## src/rtl/id_ex_stage_reg_if.sv

```systemverilog
// ID/EX stage bundle: decode-side inputs, EX-side registered outputs and the stall request.
interface id_ex_stage_reg_if #(
    parameter int unsigned DATA_W     = 32,
    parameter int unsigned REG_ADDR_W = 5
);
    logic                  Flush;
    logic                  ID_Valid;
    logic [8:0]            ID_Ctrl;
    logic                  ID_UsesRt;
    logic [DATA_W-1:0]     ID_RsData;
    logic [DATA_W-1:0]     ID_RtData;
    logic [DATA_W-1:0]     ID_Imm;
    logic [DATA_W-1:0]     ID_PC4;
    logic [REG_ADDR_W-1:0] ID_Rs;
    logic [REG_ADDR_W-1:0] ID_Rt;
    logic [REG_ADDR_W-1:0] ID_Rd;

    logic                  EX_Valid;
    logic [8:0]            EX_Ctrl;
    logic [DATA_W-1:0]     EX_RsData;
    logic [DATA_W-1:0]     EX_RtData;
    logic [DATA_W-1:0]     EX_Imm;
    logic [DATA_W-1:0]     EX_PC4;
    logic [REG_ADDR_W-1:0] EX_Rs;
    logic [REG_ADDR_W-1:0] EX_Rt;
    logic [REG_ADDR_W-1:0] EX_Rd;
    logic [REG_ADDR_W-1:0] EX_WriteReg;
    logic                  Stall;

    modport master (
        output Flush, ID_Valid, ID_Ctrl, ID_UsesRt, ID_RsData, ID_RtData,
               ID_Imm, ID_PC4, ID_Rs, ID_Rt, ID_Rd,
        input  EX_Valid, EX_Ctrl, EX_RsData, EX_RtData, EX_Imm, EX_PC4,
               EX_Rs, EX_Rt, EX_Rd, EX_WriteReg, Stall
    );

    modport slave (
        input  Flush, ID_Valid, ID_Ctrl, ID_UsesRt, ID_RsData, ID_RtData,
               ID_Imm, ID_PC4, ID_Rs, ID_Rt, ID_Rd,
        output EX_Valid, EX_Ctrl, EX_RsData, EX_RtData, EX_Imm, EX_PC4,
               EX_Rs, EX_Rt, EX_Rd, EX_WriteReg, Stall
    );
endinterface

```

## src/rtl/id_ex_stage_reg.sv

```systemverilog
// ID/EX pipeline register with load-use hazard detection and bubble insertion.
// Optional STALL_CNT_EN adds a saturating 32-bit Stall_Count output.
module id_ex_stage_reg #(
    parameter int unsigned DATA_W     = 32,
    parameter int unsigned REG_ADDR_W = 5
) (
    input  logic                Clk,
    input  logic                Rst_n,
    id_ex_stage_reg_if.slave    bus
`ifdef STALL_CNT_EN
    ,
    output logic [31:0]         Stall_Count
`endif
);

    logic                  valid_q,     valid_d;
    logic [8:0]            ctrl_q,      ctrl_d;
    logic [DATA_W-1:0]     rs_data_q,   rs_data_d;
    logic [DATA_W-1:0]     rt_data_q,   rt_data_d;
    logic [DATA_W-1:0]     imm_q,       imm_d;
    logic [DATA_W-1:0]     pc4_q,       pc4_d;
    logic [REG_ADDR_W-1:0] rs_q,        rs_d;
    logic [REG_ADDR_W-1:0] rt_q,        rt_d;
    logic [REG_ADDR_W-1:0] rd_q,        rd_d;
    logic [REG_ADDR_W-1:0] write_reg_q, write_reg_d;

    logic hazard;
    logic bubble;
    logic stall;

    always_comb begin
        // EX holds a valid load whose non-$zero target is read by the ID instruction
        hazard = valid_q & ctrl_q[4] & (rt_q != '0) & bus.ID_Valid &
                 ((bus.ID_Rs == rt_q) | (bus.ID_UsesRt & (bus.ID_Rt == rt_q)));
        stall  = hazard & ~bus.Flush;
        bubble = bus.Flush | hazard;

        valid_d     = bus.ID_Valid;
        ctrl_d      = bus.ID_Valid ? bus.ID_Ctrl : '0;
        rs_data_d   = bus.ID_RsData;
        rt_data_d   = bus.ID_RtData;
        imm_d       = bus.ID_Imm;
        pc4_d       = bus.ID_PC4;
        rs_d        = bus.ID_Rs;
        rt_d        = bus.ID_Rt;
        rd_d        = bus.ID_Rd;
        write_reg_d = bus.ID_Ctrl[8] ? bus.ID_Rd : bus.ID_Rt;

        if (bubble) begin
            valid_d     = 1'b0;
            ctrl_d      = '0;
            rs_data_d   = '0;
            rt_data_d   = '0;
            imm_d       = '0;
            pc4_d       = '0;
            rs_d        = '0;
            rt_d        = '0;
            rd_d        = '0;
            write_reg_d = '0;
        end
    end

    always_ff @(posedge Clk or negedge Rst_n) begin
        if (!Rst_n) begin
            valid_q     <= 1'b0;
            ctrl_q      <= '0;
            rs_data_q   <= '0;
            rt_data_q   <= '0;
            imm_q       <= '0;
            pc4_q       <= '0;
            rs_q        <= '0;
            rt_q        <= '0;
            rd_q        <= '0;
            write_reg_q <= '0;
        end else begin
            valid_q     <= valid_d;
            ctrl_q      <= ctrl_d;
            rs_data_q   <= rs_data_d;
            rt_data_q   <= rt_data_d;
            imm_q       <= imm_d;
            pc4_q       <= pc4_d;
            rs_q        <= rs_d;
            rt_q        <= rt_d;
            rd_q        <= rd_d;
            write_reg_q <= write_reg_d;
        end
    end

    assign bus.EX_Valid    = valid_q;
    assign bus.EX_Ctrl     = ctrl_q;
    assign bus.EX_RsData   = rs_data_q;
    assign bus.EX_RtData   = rt_data_q;
    assign bus.EX_Imm      = imm_q;
    assign bus.EX_PC4      = pc4_q;
    assign bus.EX_Rs       = rs_q;
    assign bus.EX_Rt       = rt_q;
    assign bus.EX_Rd       = rd_q;
    assign bus.EX_WriteReg = write_reg_q;
    assign bus.Stall       = stall;

`ifdef STALL_CNT_EN
    logic [31:0] stall_cnt_q, stall_cnt_d;

    always_comb begin
        stall_cnt_d = stall_cnt_q;
        if (stall && (stall_cnt_q != '1)) begin
            stall_cnt_d = stall_cnt_q + 32'd1;
        end
    end

    always_ff @(posedge Clk or negedge Rst_n) begin
        if (!Rst_n) begin
            stall_cnt_q <= '0;
        end else begin
            stall_cnt_q <= stall_cnt_d;
        end
    end

    assign Stall_Count = stall_cnt_q;
`endif

endmodule

```

## src/flat_wrapper.sv

```systemverilog
// flat-port wrapper written by rule: the top's interface ports become plain ports
module id_ex_stage_reg_flat 
#(
    parameter int unsigned DATA_W     = 32,
    parameter int unsigned REG_ADDR_W = 5
)
  (Clk, Rst_n, bus_Flush, bus_ID_Valid, bus_ID_Ctrl, bus_ID_UsesRt, bus_ID_RsData, bus_ID_RtData, bus_ID_Imm, bus_ID_PC4, bus_ID_Rs, bus_ID_Rt, bus_ID_Rd, bus_EX_Valid, bus_EX_Ctrl, bus_EX_RsData, bus_EX_RtData, bus_EX_Imm, bus_EX_PC4, bus_EX_Rs, bus_EX_Rt, bus_EX_Rd, bus_EX_WriteReg, bus_Stall);
  id_ex_stage_reg_if #(.DATA_W(DATA_W), .REG_ADDR_W(REG_ADDR_W)) bus_i ();
  input  logic Clk;
  input  logic Rst_n;
  input wire logic [$bits(bus_i.Flush)-1:0] bus_Flush;
  input wire logic [$bits(bus_i.ID_Valid)-1:0] bus_ID_Valid;
  input wire logic [$bits(bus_i.ID_Ctrl)-1:0] bus_ID_Ctrl;
  input wire logic [$bits(bus_i.ID_UsesRt)-1:0] bus_ID_UsesRt;
  input wire logic [$bits(bus_i.ID_RsData)-1:0] bus_ID_RsData;
  input wire logic [$bits(bus_i.ID_RtData)-1:0] bus_ID_RtData;
  input wire logic [$bits(bus_i.ID_Imm)-1:0] bus_ID_Imm;
  input wire logic [$bits(bus_i.ID_PC4)-1:0] bus_ID_PC4;
  input wire logic [$bits(bus_i.ID_Rs)-1:0] bus_ID_Rs;
  input wire logic [$bits(bus_i.ID_Rt)-1:0] bus_ID_Rt;
  input wire logic [$bits(bus_i.ID_Rd)-1:0] bus_ID_Rd;
  output wire logic [$bits(bus_i.EX_Valid)-1:0] bus_EX_Valid;
  output wire logic [$bits(bus_i.EX_Ctrl)-1:0] bus_EX_Ctrl;
  output wire logic [$bits(bus_i.EX_RsData)-1:0] bus_EX_RsData;
  output wire logic [$bits(bus_i.EX_RtData)-1:0] bus_EX_RtData;
  output wire logic [$bits(bus_i.EX_Imm)-1:0] bus_EX_Imm;
  output wire logic [$bits(bus_i.EX_PC4)-1:0] bus_EX_PC4;
  output wire logic [$bits(bus_i.EX_Rs)-1:0] bus_EX_Rs;
  output wire logic [$bits(bus_i.EX_Rt)-1:0] bus_EX_Rt;
  output wire logic [$bits(bus_i.EX_Rd)-1:0] bus_EX_Rd;
  output wire logic [$bits(bus_i.EX_WriteReg)-1:0] bus_EX_WriteReg;
  output wire logic [$bits(bus_i.Stall)-1:0] bus_Stall;
  assign bus_i.Flush = bus_Flush;
  assign bus_i.ID_Valid = bus_ID_Valid;
  assign bus_i.ID_Ctrl = bus_ID_Ctrl;
  assign bus_i.ID_UsesRt = bus_ID_UsesRt;
  assign bus_i.ID_RsData = bus_ID_RsData;
  assign bus_i.ID_RtData = bus_ID_RtData;
  assign bus_i.ID_Imm = bus_ID_Imm;
  assign bus_i.ID_PC4 = bus_ID_PC4;
  assign bus_i.ID_Rs = bus_ID_Rs;
  assign bus_i.ID_Rt = bus_ID_Rt;
  assign bus_i.ID_Rd = bus_ID_Rd;
  assign bus_EX_Valid = bus_i.EX_Valid;
  assign bus_EX_Ctrl = bus_i.EX_Ctrl;
  assign bus_EX_RsData = bus_i.EX_RsData;
  assign bus_EX_RtData = bus_i.EX_RtData;
  assign bus_EX_Imm = bus_i.EX_Imm;
  assign bus_EX_PC4 = bus_i.EX_PC4;
  assign bus_EX_Rs = bus_i.EX_Rs;
  assign bus_EX_Rt = bus_i.EX_Rt;
  assign bus_EX_Rd = bus_i.EX_Rd;
  assign bus_EX_WriteReg = bus_i.EX_WriteReg;
  assign bus_Stall = bus_i.Stall;
  id_ex_stage_reg #(.DATA_W(DATA_W), .REG_ADDR_W(REG_ADDR_W)) u_core (.Clk(Clk), .Rst_n(Rst_n), .bus(bus_i));
endmodule
```

## config.mk

```make
export PLATFORM = sky130hd
export DESIGN_NAME = id_ex_stage_reg_flat
export DESIGN_NICKNAME = d
export VERILOG_FILES = /design/src/rtl/id_ex_stage_reg_if.sv /design/src/rtl/id_ex_stage_reg.sv /design/src/flat_wrapper.sv
export SDC_FILE = /design/constraint.sdc
export NUM_CORES = 1
export LEC_CHECK = 0
export BUFFER_PORTS_ARGS = -buffer_cell sky130_fd_sc_hd__buf_2
export CORE_AREA = 10 10 137 139
export DETAILED_ROUTE_END_ITERATION = 16
export DIE_AREA = 0 0 147 149
export GPL_ROUTABILITY_DRIVEN = 0
export GPL_TIMING_DRIVEN = 0
export PLACE_DENSITY = 0.78
export SETUP_SLACK_MARGIN = 0.02
export SYNTH_ARGS = -nofsm -noshare
export SYNTH_HDL_FRONTEND = slang
export SYNTH_SLANG_ARGS = --single-unit
```

## constraint.sdc

```tcl
create_clock -name Clk -period 1.3 [get_ports Clk]
set_input_delay 0 -clock Clk [delete_from_list [all_inputs] [get_ports Clk]]
set_output_delay 0 -clock Clk [all_outputs]
set_load 0.01 [all_outputs]
```

* After elaboration in Yosys (flattened, before gate mapping)
Cells that the tools add are included.
Widths: inputs -> output; s select.
** Cells by class
- Equality and inequality tests :: 2
- Mux-type cells :: 12
- Bitwise gates (word level) :: 9
- Reductions and logical operators :: 1
** Operators with widths (number)
- $mux 32 :: 4
- $mux 5 :: 5
- $mux 9 :: 2
- $eq 5x5->1 :: 2
- $and 1x1->1 :: 6
- $reduce_bool 5->1 :: 1
- $or 1x1->1 :: 2
- $mux 1 :: 1
- $not 1->1 :: 1
** Storage, ports and cells
- Register bits :: 158
- Input port bits :: 157
- Output and inout bits :: 159

* Logic depth before layout (Yosys ltp)
Gate-level depths: netlist of run 1.
- Depth in word-level cells :: 6
- Gate-level depth with buffers :: 6
- Gate-level depth less buffers :: 4

* Worst setup path after synthesis of run 1
OpenSTA, ideal clock, no wires.
- Path type :: register to register
- From :: reg u_core.rt_q[4], in the netlist u_core.bus.EX_Rt[4]
- To :: reg u_core.imm_q[0], in the netlist u_core.bus.EX_Imm[0]
- Setup time :: 133 ps
- Data arrival time :: 1355 ps
- Required time :: 1167 ps
- Path slack :: -187 ps
- Stages on the path, launching flop included :: 7
- Path buffers :: 2
- Cell sequence :: dfrtp_1 xnor2_1 nand3_1 o22ai_2 buf_2 buf_2 a21oi_1
** Between the ends
- Cells in the longest elaborated chain, start to end :: 6
** Ends and longest elaborated chain
- from (decl) :: RTL line id_ex_stage_reg.sv:23 : logic [REG_ADDR_W-1:0] rt_q, rt_d;
- from (signal assigned) :: RTL line id_ex_stage_reg.sv:83 : rt_q <= rt_d;
- $eq 5x5->1 or $reduce_bool 5->1 (tied branches) :: RTL line id_ex_stage_reg.sv:34, id_ex_stage_reg.sv:33
- $and 1x1->1 (on tied branches) :: RTL line id_ex_stage_reg.sv:34, id_ex_stage_reg.sv:33
- $or 1x1->1 or $and 1x1->1 (tied branches) :: RTL line id_ex_stage_reg.sv:34, id_ex_stage_reg.sv:33
- $and 1x1->1 (*) :: RTL line id_ex_stage_reg.sv:33 : hazard = valid_q & ctrl_q[4] & (rt_q != '0) & bus.ID_Valid &
- $or 1x1->1 (*) :: RTL line id_ex_stage_reg.sv:36 : bubble = bus.Flush | hazard;
- $mux 32 (*) :: RTL line id_ex_stage_reg.sv:49 : if (bubble) begin
- named net u_core.imm_d[0] :: RTL line id_ex_stage_reg.sv:20 : logic [DATA_W-1:0] imm_q, imm_d;
- to (signal assigned) :: RTL line id_ex_stage_reg.sv:80 : imm_q <= imm_d;
- to (decl) :: RTL line id_ex_stage_reg.sv:20
Mark *: on every way through the listed nets, which the timed path passes. The rest lies on a longest branch.

* Worst setup path in the final report of run 1
- From :: reg u_core.rt_q[2], in the netlist u_core.bus.EX_Rt[2]
- To :: out bus_Stall
** Between the ends
- Cells in the longest elaborated chain, start to end :: 5
** Ends and longest elaborated chain
- $eq 5x5->1 or $reduce_bool 5->1 (tied branches) :: RTL line id_ex_stage_reg.sv:34, id_ex_stage_reg.sv:33
- $and 1x1->1 (on tied branches) :: RTL line id_ex_stage_reg.sv:34, id_ex_stage_reg.sv:33
- $or 1x1->1 or $and 1x1->1 (tied branches) :: RTL line id_ex_stage_reg.sv:34, id_ex_stage_reg.sv:33
- $and 1x1->1 (*) :: RTL line id_ex_stage_reg.sv:33
- $and 1x1->1 (*) :: RTL line id_ex_stage_reg.sv:35 : stall = hazard & ~bus.Flush;
- to (decl) :: RTL line flat_wrapper.sv:32 : output wire logic [$bits(bus_i.Stall)-1:0] bus_Stall;
Mark *: on every way between the ends. The rest lies on a longest branch, timed or not.

==> results of run 1 <==
stage by stage:
| step | hold WS (ps) | TNS, ps |
|---|---|---|
| final | 163 | -61640 |
| after global routing | 219 | -74990 |
| after CTS | -165 | -55940 |
| after floorplan | -296 | -13410 |
| after detailed placement | 64.2 | -72530 |
| after global placement | 227 | -410750 |
flip-flops by register name (all words and copies together), names as in the netlist:
register,count
u_core.bus.EX_Imm,32
u_core.bus.EX_PC4,32
u_core.bus.EX_RsData,32
u_core.bus.EX_RtData,32
u_core.bus.EX_Ctrl,9
u_core.bus.EX_Rd,5
u_core.bus.EX_Rs,5
u_core.bus.EX_Rt,5
u_core.bus.EX_WriteReg,5
u_core.bus.EX_Valid,1
final timing paths:
check | endpoint | from
worst max-delay path | bus_Stall | u_core.bus.EX_Rt[2]$_DFF_PN0_
worst max register to register | u_core.bus.EX_PC4[8]$_DFF_PN0_ | u_core.bus.EX_Rt[4]$_DFF_PN0_
min in group Clk | u_core.bus.EX_Ctrl[8]$_DFF_PN0_ | bus_ID_Valid
worst min-delay path | u_core.bus.EX_Imm[0]$_DFF_PN0_ | Rst_n
worst min register to register | u_core.bus.EX_Ctrl[8]$_DFF_PN0_ | u_core.bus.EX_Valid$_DFF_PN0_
max in group asynchronous | u_core.bus.EX_RtData[9]$_DFF_PN0_ | Rst_n
critical path: cells and delay by family (launching register included):
family                    cells  cell delay, ps
DFF                           1             460
AOI/OAI and AO/OA             1             210
buffers and inverters         2             260
and+or+nand+nor               2             250
xor gates and xnor gates      1             180
cell families (layout without fill, tap and decap cells):
logic type                count (synthesis)  in the layout  share of synthesized area [%]
and+or+nand+nor                         161            161                           16.0
AOI/OAI and AO/OA                       160            160                           13.5
DFF                                     158            158                           64.6
buffers and inverters                    52            568                           3.62
xor gates and xnor gates                 10             10                           1.43
muxes                                     5              5                          0.818
other                                     0              3                              0
cell type report:
cell class / count / area (µm²) / share of cell area (%)
plain buffers: 52 / 429 / 3.99
diodes: 3 / 7.51 / 0.0698
flip-flops and latches: 158 / 3960 / 36.8
clock buffers: 19 / 443 / 4.12
repair buffers: 484 / 3410 / 31.7
multi-input cells: 336 / 2070 / 19.3
clock inverters: 13 / 154 / 1.43
well taps: 220 / 275 / 2.56
per-layer routing:
| metal | vias to the layer above | wire [µm] | track usage [%] |
|---|---|---|---|
| li1 | 2801 | - | - |
| met1 | 2980 | 9720 | 24.4 |
| met2 | 352 | 13200 | 38.6 |
| met3 | 49 | 2440 | 9.25 |
| met4 | 2 | 699 | 8.42 |
| met5 | - | 13 | 0 |
power by group through the flow:
stage | combinational (mW) | clock [mW] | sequential [mW]
final | 1.98 | 5.05 | 5.25
after CTS | 1.80 | 5.13 | 5.24
after detailed placement | 1.40 | 0 | 5.33
after global placement | 1.36 | 0 | 5.32
after floorplan | 0.471 | 0 | 5.47
after global routing | 2.14 | 5.35 | 5.27
synth_stat cells:
master and number:
a211oi_1 5, a21oi_1 152, mux2i_1 5, nand3_1 2, nand2_1 11, o22ai_2 1
nand4_1 1, buf_2 18, nand2b_1 143, a21boi_0 1, nor3_1 1, buf_4 1
a21oi_2 1, dfrtp_1 158, nor2b_1 1, xnor2_1 10, buf_1 4, nor2_1 1
clkbuf_1 29, and3b_1 1
repair_timing:
item / CTS / global route
hold buffers: 152 / 1
setup buffers: 4 / 4
cloned: 0 / 8
gates resized for setup: 18 / 38
pin swaps: 3 / 1
endpoints found under the hold margin: 231 / 2
setup endpoints to repair: 159 / 159
==> impl_metrics.json, run 1 <==
{
  "first_pass_iters": 4,
  "wl_mm": 26.1,
  "powerDensity_nw_per_um2": 1140,
  "portBuffers": 314,
  "dp_cells": 1081,
  "syn_area_per_cell_um2": 11.2,
  "coreArea_um2": 16200,
  "p_seq_share_pct": 42.8,
  "pwr-share-clk_pct": 41.1,
  "cts_tree": "yes",
  "clock_sink_count": 158,
  "dp_hpwl_mm": 16.1,
  "p_int_mw": 9.12,
  "fmax_ghz": 0.566,
  "start_util_pct": 37.8,
  "n_fill_cell": 1130,
  "p_sw_mw": 3.16,
  "r2r_cells": 8,
  "endpoint_kind": "output port",
  "final_core_util_pct": 66.5,
  "path_clk_slew_ps": 60,
  "violations": "negative setup slack",
  "ys_seq_area_share_pct": 64.6,
  "hp-class": "in -> async",
  "slew_headroom_pct": 43.9,
  "grt_pass1_wl_mm": 38.3,
  "fin_crit_sh_pct": 136,
  "slowest_delay_ps": 460,
  "worst-setup-path-type": "reg -> out",
  "numCtsBuffers": 17,
  "clockBufferDepth": 2,
  "finalNetCount": 1206,
  "num_vias": 6184,
  "netlist_top_cells_area": "dfrtp_1 (65%), nand2b_1 (15%), a21oi_1 (12%), clkbuf_1 (1.8%), buf_2 (1.5%)",
  "die_area_um2": 21900,
  "drv_cap": 0,
  "final_antenna_net_count": 0,
  "cp.required_ps": 1300,
  "clock_latency_ps": 420,
  "gr-total-overflow": 0,
  "syn2layout_area_growth_pct": 75.7,
  "hold_viol": 0,
  "rsz0062_at_grt": "yes",
  "rows": 47,
  "drv_slew": 0,
  "worst-path-max-fanout": 4,
  "critPathSlowestCell": "dfrtp_2",
  "wl_per_cell_um": 20.3,
  "drcViolationCount": 0,
  "yosysWarnings": 0,
  "final_layout_size_suffix_gt1_share_pct": 39.8,
  "root_buffer": "clkbuf_16",
  "die_height_um": 149,
  "worst_ep_arrival_time_ps": 1770,
  "viasPerCell": 4.81,
  "ir_worst_vdd_mv": 0.765,
  "dp_slack_ps": -559,
  "synth_cell_types": 20,
  "drt-initial-drc-count": 309,
  "final_cells": 1285,
  "final_common_cell": "buf_2",
  "ff2ff_setup_slack_ps": -450,
  "track_usage_pct": 22.4,
  "antenna_found_initial": 4,
  "status": "finished, violations left",
  "leakagePower_nw": 5.47,
  "power.total_mw": 12.3,
  "ys_ff_latch": 158,
  "swShare_pct": 25.7,
  "yosysTopAreaCellShare_pct": 64.6,
  "tightest_slew_ps": 842,
  "place_area_um2": 8120,
  "grt_pass1_vias": 6672,
  "finalWorstSetupSlack_ps": -466,
  "netlist_area_um2": 6120,
  "p_comb_share_pct": 16.1,
  "setup_viol": 159,
  "synth_nets": 703,
  "htree_num_levels": 4,
  "period_needed_ps": 1770,
  "die_w_um": 147,
  "start_kind": "flip-flop",
  "syn_inst": 546,
  "final_area_um2": 10700,
  "most-common-layout-cells": "buf_2 (315), dfrtp_1 (154), dlygate4sd3_1 (153)",
  "boundaryPins": 316,
  "clock_skew_ps": 12.3,
  "grt_max_degree": 85,
  "synth_top_area_cell": "dfrtp_1",
  "path_cells": "xnor2_1, nand2_1, o22ai_4, buf_6, and3b_1, buf_2"
}
(Power assumes the default switching activity.)
==> inputs of run 2 (changes only) <==
--- a/config.mk
+++ b/config.mk
@@ -12,6 +12,7 @@
 export GPL_ROUTABILITY_DRIVEN = 0
 export GPL_TIMING_DRIVEN = 0
 export PLACE_DENSITY = 0.78
+export REMOVE_ABC_BUFFERS = 1
 export SETUP_SLACK_MARGIN = 0.02
 export SYNTH_ARGS = -nofsm -noshare
 export SYNTH_HDL_FRONTEND = slang
==> impl_metrics.json, run 2 (same netlist as run 1, synthesis figures left out) <==
{
  "drv_slew": 0,
  "fin_crit_sh_pct": 165,
  "min_from": "bus_ID_Valid",
  "ir_worst_vdd_mv": 0.813,
  "tightest_slew_ps": 736,
  "boundaryPins": 316,
  "final_area_um2": 11100,
  "die_height_um": 149,
  "portBuffers": 315,
  "r2r-end": "u_core.bus.EX_RtData[21]$_DFF_PN0_",
  "final_layout_size_suffix_gt1_share_pct": 42.6,
  "path_clk_slew_ps": 70,
  "grt_pass1_wl_mm": 37.1,
  "start_util_pct": 37.8,
  "track_usage_pct": 21.4,
  "root_buffer": "clkbuf_16",
  "critPathSlowestCell": "dfrtp_2",
  "slowest_delay_ps": 440,
  "clock_skew_ps": 10.2,
  "clock_sink_count": 158,
  "hp-class": "in -> reg",
  "ff2ff_setup_slack_ps": -660,
  "status": "finished, violations left",
  "rsz0062_at_grt": "yes",
  "cts_tree": "yes",
  "hold_depth": 4,
  "worst_ep_arrival_time_ps": 2140,
  "holdPathEnd": "u_core.bus.EX_Ctrl[5]$_DFF_PN0_",
  "numCtsBuffers": 17,
  "place_area_um2": 8040,
  "most-common-layout-cells": "buf_2 (313), dfrtp_1 (155), dlygate4sd3_1 (153)",
  "r2r-start": "u_core.bus.EX_Rt[3]$_DFF_PN0_",
  "fmax_ghz": 0.468,
  "first_pass_iters": 5,
  "wl_mm": 27.4,
  "powerDensity_nw_per_um2": 1150,
  "power.total_mw": 12.8,
  "clockBufferDepth": 2,
  "n_fill_cell": 1027,
  "worst-path-max-fanout": 3,
  "clock_latency_ps": 420,
  "crit_top_cell": "buf_16",
  "coreArea_um2": 16200,
  "setup_viol": 159,
  "r2r_cells": 8,
  "antenna_found_initial": 2,
  "wl_per_cell_um": 21.4,
  "syn2layout_area_growth_pct": 82.1,
  "viasPerCell": 4.94,
  "violations": "negative setup slack",
  "drt-initial-drc-count": 341,
  "rows": 47,
  "hold_viol": 0,
  "htree_num_levels": 4,
  "num_vias": 6317,
  "endpoint_kind": "output port",
  "final_common_cell": "buf_2",
  "slew_headroom_pct": 51.0,
  "grt_max_degree": 81,
  "grt_pass1_vias": 6527,
  "worst-setup-path-type": "reg -> out",
  "path_cells": "xnor2_1, nand2_1, o22ai_4, clkbuf_16, buf_16, buf_16, and3b_1, buf_2",
  "drcViolationCount": 0,
  "cp.required_ps": 1300,
  "gr-total-overflow": 0,
  "final_antenna_net_count": 0,
  "die_w_um": 147,
  "finalWorstSetupSlack_ps": -839,
  "start_kind": "flip-flop",
  "dp_hpwl_mm": 13.9,
  "finalNetCount": 1200,
  "leakagePower_nw": 5.60,
  "drv_cap": 0,
  "period_needed_ps": 2140,
  "die_area_um2": 21900
}
==> run 2: cell types whose count changed in the layout (fill, tap and decap cells not counted), moves of 9 or more <==
cell      previous run  this run
buf_16               1        10
a21oi_1            133       119
a21oi_2             19        32
clkbuf_1            21         2
buf_4                6        23
==> run 2: worst max-delay path by stage <==
stage,startpoint,endpoint,cells after the start
floorplan,u_core.bus.EX_Rt[0]$_DFF_PN0_,u_core.bus.EX_Valid$_DFF_PN0_,3
global placement,u_core.bus.EX_Rt[0]$_DFF_PN0_,u_core.bus.EX_RsData[8]$_DFF_PN0_,3
detailed placement,u_core.bus.EX_Rt[1]$_DFF_PN0_,bus_Stall,8
CTS,u_core.bus.EX_Rt[1]$_DFF_PN0_,bus_Stall,8
global route,u_core.bus.EX_Rt[3]$_DFF_PN0_,bus_Stall,8
finish,u_core.bus.EX_Rt[3]$_DFF_PN0_,bus_Stall,8
==> run 2: area by class of cell <==
type | instances | area (µm²) | share of cell area (%)
timing repair buffer | 529 | 4130 | 37.1
sequential | 158 | 3960 | 35.5
multi-input combinational | 337 | 2130 | 19.2
clock buffer | 21 | 460 | 4.13
tap | 220 | 275 | 2.47
clock inverter | 11 | 178 | 1.59
antenna | 2 | 5.00 | 0.0449
==> run 2: per-layer routing <==
metal	wire, µm	GRT usage (%)	up-vias
li1	-	-	2802
met1	9980	24.1	3103
met2	14400	37.1	352
met3	2230	7.37	60
met4	774	7.53	0
met5	0	0	-
==> run 2: repair_timing <==
item	CTS	global route
pin swaps	5	8
setup endpoints to repair	159	159
gates resized for setup	15	61
gates cloned	4	12
hold endpoints to repair	235	0
hold buffers	153	0
buffers inserted	14	23
==> run 2: stage by stage <==
stage	std cells	worst slack, ps	TNS (ps)	utilization [%]	hold WS, ps
finish	1278	-839	-83740	68.9	107
global route	1278	-932	-95480	68.9	148
CTS	1243	-759	-73280	64.7	72.2
detailed placement	1040	-970	-104860	49.7	67.0
global placement	1029	-5270	-1105540	47.9	217
floorplan	494	-3130	-468800	-	-296
==> run 2: power by group <==
group          switching (mW)  internal [mW]
Sequential             0.0867           5.16
Clock                    2.09           3.35
Combinational           0.991           1.08
==> run 2: critical path: cells and delay by family, from the launching register on <==
kind | cells | cell delay, ps
buffers and inverters | 4 | 530
DFF | 1 | 440
and+or+nand+nor | 2 | 290
AOI/OAI and AO/OA | 1 | 240
xor gates and xnor gates | 1 | 230
==> inputs of run 3 (changes only) <==
==> constraint.sdc (replaced) <==
create_clock -name Clk -period 1.7 [get_ports Clk]
set_input_delay 0 -clock Clk [delete_from_list [all_inputs] [get_ports Clk]]
set_output_delay 0 -clock Clk [all_outputs]
set_load 0.01 [all_outputs]
==> impl_metrics.json, run 3 (same netlist as run 1, synthesis figures left out) <==
{
  "grt_pass1_wl_mm": 36.0,
  "worst-path-max-fanout": 4,
  "antenna_found_initial": 4,
  "cts_tree": "yes",
  "p_comb_share_pct": 15.8,
  "slew_headroom_pct": 51.2,
  "worst_ep_arrival_time_ps": 2100,
  "drcViolationCount": 0,
  "critPathSlowestCell": "dfrtp_2",
  "final_common_cell": "buf_2",
  "viasPerCell": 4.84,
  "rows": 47,
  "critical_path_buf_inv_count": 4,
  "start_kind": "flip-flop",
  "r2r-start": "u_core.bus.EX_Rt[2]$_DFF_PN0_",
  "finalWorstSetupSlack_ps": -398,
  "rsz0062_at_grt": "yes",
  "numCtsBuffers": 17,
  "crit_path_start": "u_core.bus.EX_Rt[2]$_DFF_PN0_",
  "wl_mm": 25.9,
  "powerDensity_nw_per_um2": 890,
  "setup_viol": 130,
  "p_int_mw": 7.31,
  "clock_sink_count": 158,
  "dp_hpwl_mm": 13.9,
  "track_usage_pct": 20.7,
  "start_util_pct": 37.8,
  "worst-setup-path-type": "reg -> out",
  "cp.required_ps": 1700,
  "final_core_util_pct": 67.4,
  "root_buffer": "clkbuf_16",
  "period_needed_ps": 2100,
  "violations": "negative setup slack",
  "tightest_slew_ps": 732,
  "pwr-share-clk_pct": 42.8,
  "drv_slew": 0,
  "final_cells": 1265,
  "htree_num_levels": 4,
  "finalNetCount": 1185,
  "hold_viol": 0,
  "fin_crit_sh_pct": 123,
  "coreArea_um2": 16200,
  "finalSetupTns_ps": -15110,
  "clock_latency_ps": 410,
  "die_area_um2": 21900,
  "die_w_um": 147,
  "portBuffers": 315,
  "wl_per_cell_um": 20.5,
  "num_vias": 6121,
  "grt_pass1_vias": 6423,
  "critPathTopFamily": "buffers and inverters",
  "endpoint_kind": "output port",
  "leakagePower_nw": 5.50,
  "boundaryPins": 316,
  "n_fill_cell": 1077,
  "first_pass_iters": 5,
  "syn2layout_area_growth_pct": 78.1,
  "die_height_um": 149,
  "dp_cells": 1040,
  "hp-class": "in -> reg",
  "grt_max_degree": 81,
  "clockBufferDepth": 2,
  "fmax_ghz": 0.477,
  "path_clk_slew_ps": 70,
  "ir_worst_vdd_mv": 0.684,
  "status": "finished, violations left",
  "drt-initial-drc-count": 377,
  "min_from": "bus_ID_Valid",
  "slowest_delay_ps": 450,
  "p_seq_share_pct": 41.4,
  "drv_cap": 0,
  "clock_skew_ps": 6.89,
  "final_antenna_net_count": 0,
  "final_layout_size_suffix_gt1_share_pct": 40.0,
  "crit_top_cell": "buf_16",
  "gr-total-overflow": 0,
  "most-common-layout-cells": "buf_2 (313), dfrtp_1 (155), dlygate4sd3_1 (153)",
  "p_sw_mw": 2.38,
  "swShare_pct": 24.6,
  "path_cells": "xnor2_1, nand4_1, o22ai_4, clkbuf_16, buf_16, buf_16, and3b_1, buf_2"
}
## run 3: area by class of cell
class / count / area [µm²] / area share [%]
antenna: 4 / 10.0 / 0.0919
clock buffer: 21 / 460 / 4.23
clock inverter: 11 / 178 / 1.63
multi-input combinational: 337 / 2060 / 18.9
sequential: 158 / 3960 / 36.3
tap: 220 / 275 / 2.53
timing repair buffer: 514 / 3950 / 36.3
## run 3: what timing repair did
action                                  4_1_cts  5_1_grt
pin swaps                                     5        5
setup buffers                                 8       15
gates cloned                                  3       10
endpoints found under the setup margin      147      148
hold buffers                                153        0
hold endpoints to repair                    235        0
resized for setup                             7       45
## run 3: path summary, 6_finish.rpt
check	slack, ps	to	cells past startpoint
worst max-delay path	-400	bus_Stall	8
worst min-delay path	120	u_core.bus.EX_Ctrl[6]$_DFF_PN0_	4
worst max register to register	-210	u_core.bus.EX_RtData[15]$_DFF_PN0_	8
worst min register to register	880	u_core.bus.EX_Rt[0]$_DFF_PN0_	3
max in group asynchronous	680	u_core.bus.EX_Imm[10]$_DFF_PN0_	3
min in group asynchronous	170	u_core.bus.EX_Imm[3]$_DFF_PN0_	2
## run 3: routing by layer
metal | track usage [%] | up-vias | part of all wire [%]
met2 | 35.6 | 302 | 52
met1 | 23.1 | 2996 | 37
met5 | 0 | - | 0
met3 | 7.43 | 51 | 8.0
met4 | 8.33 | 0 | 2.8
li1 | - | 2772 | -
## run 3: metrics by stage
step                power, mW  cell area [µm²]  setup WS (ps)  hold WS [ps]
detailed placement       5.11             8040           -570          67.0
CTS                      9.56            10400           -360          72.2
floorplan                4.47             5890          -2730          -296
finish                   9.69            10900           -398           122
global placement         5.04             7750          -4870           217
global route             10.0            10900           -460           147
## run 3: power by group through the flow
stage          registers (mW)  clock network [mW]  logic, mW
6_report                 4.01                4.15       1.53
5_1_grt                  4.02                4.38       1.64
4_1_cts                  4.00                4.19       1.37
3_5_place_dp             4.07                   0       1.04
3_3_place_gp             4.07                   0      0.970
2_1_floorplan            4.18                   0      0.288
## run 3: worst min-delay path: stages
cell,delay [ps]
buf_2,110
nor2b_1,240
nand2_1,110
a21oi_1,40
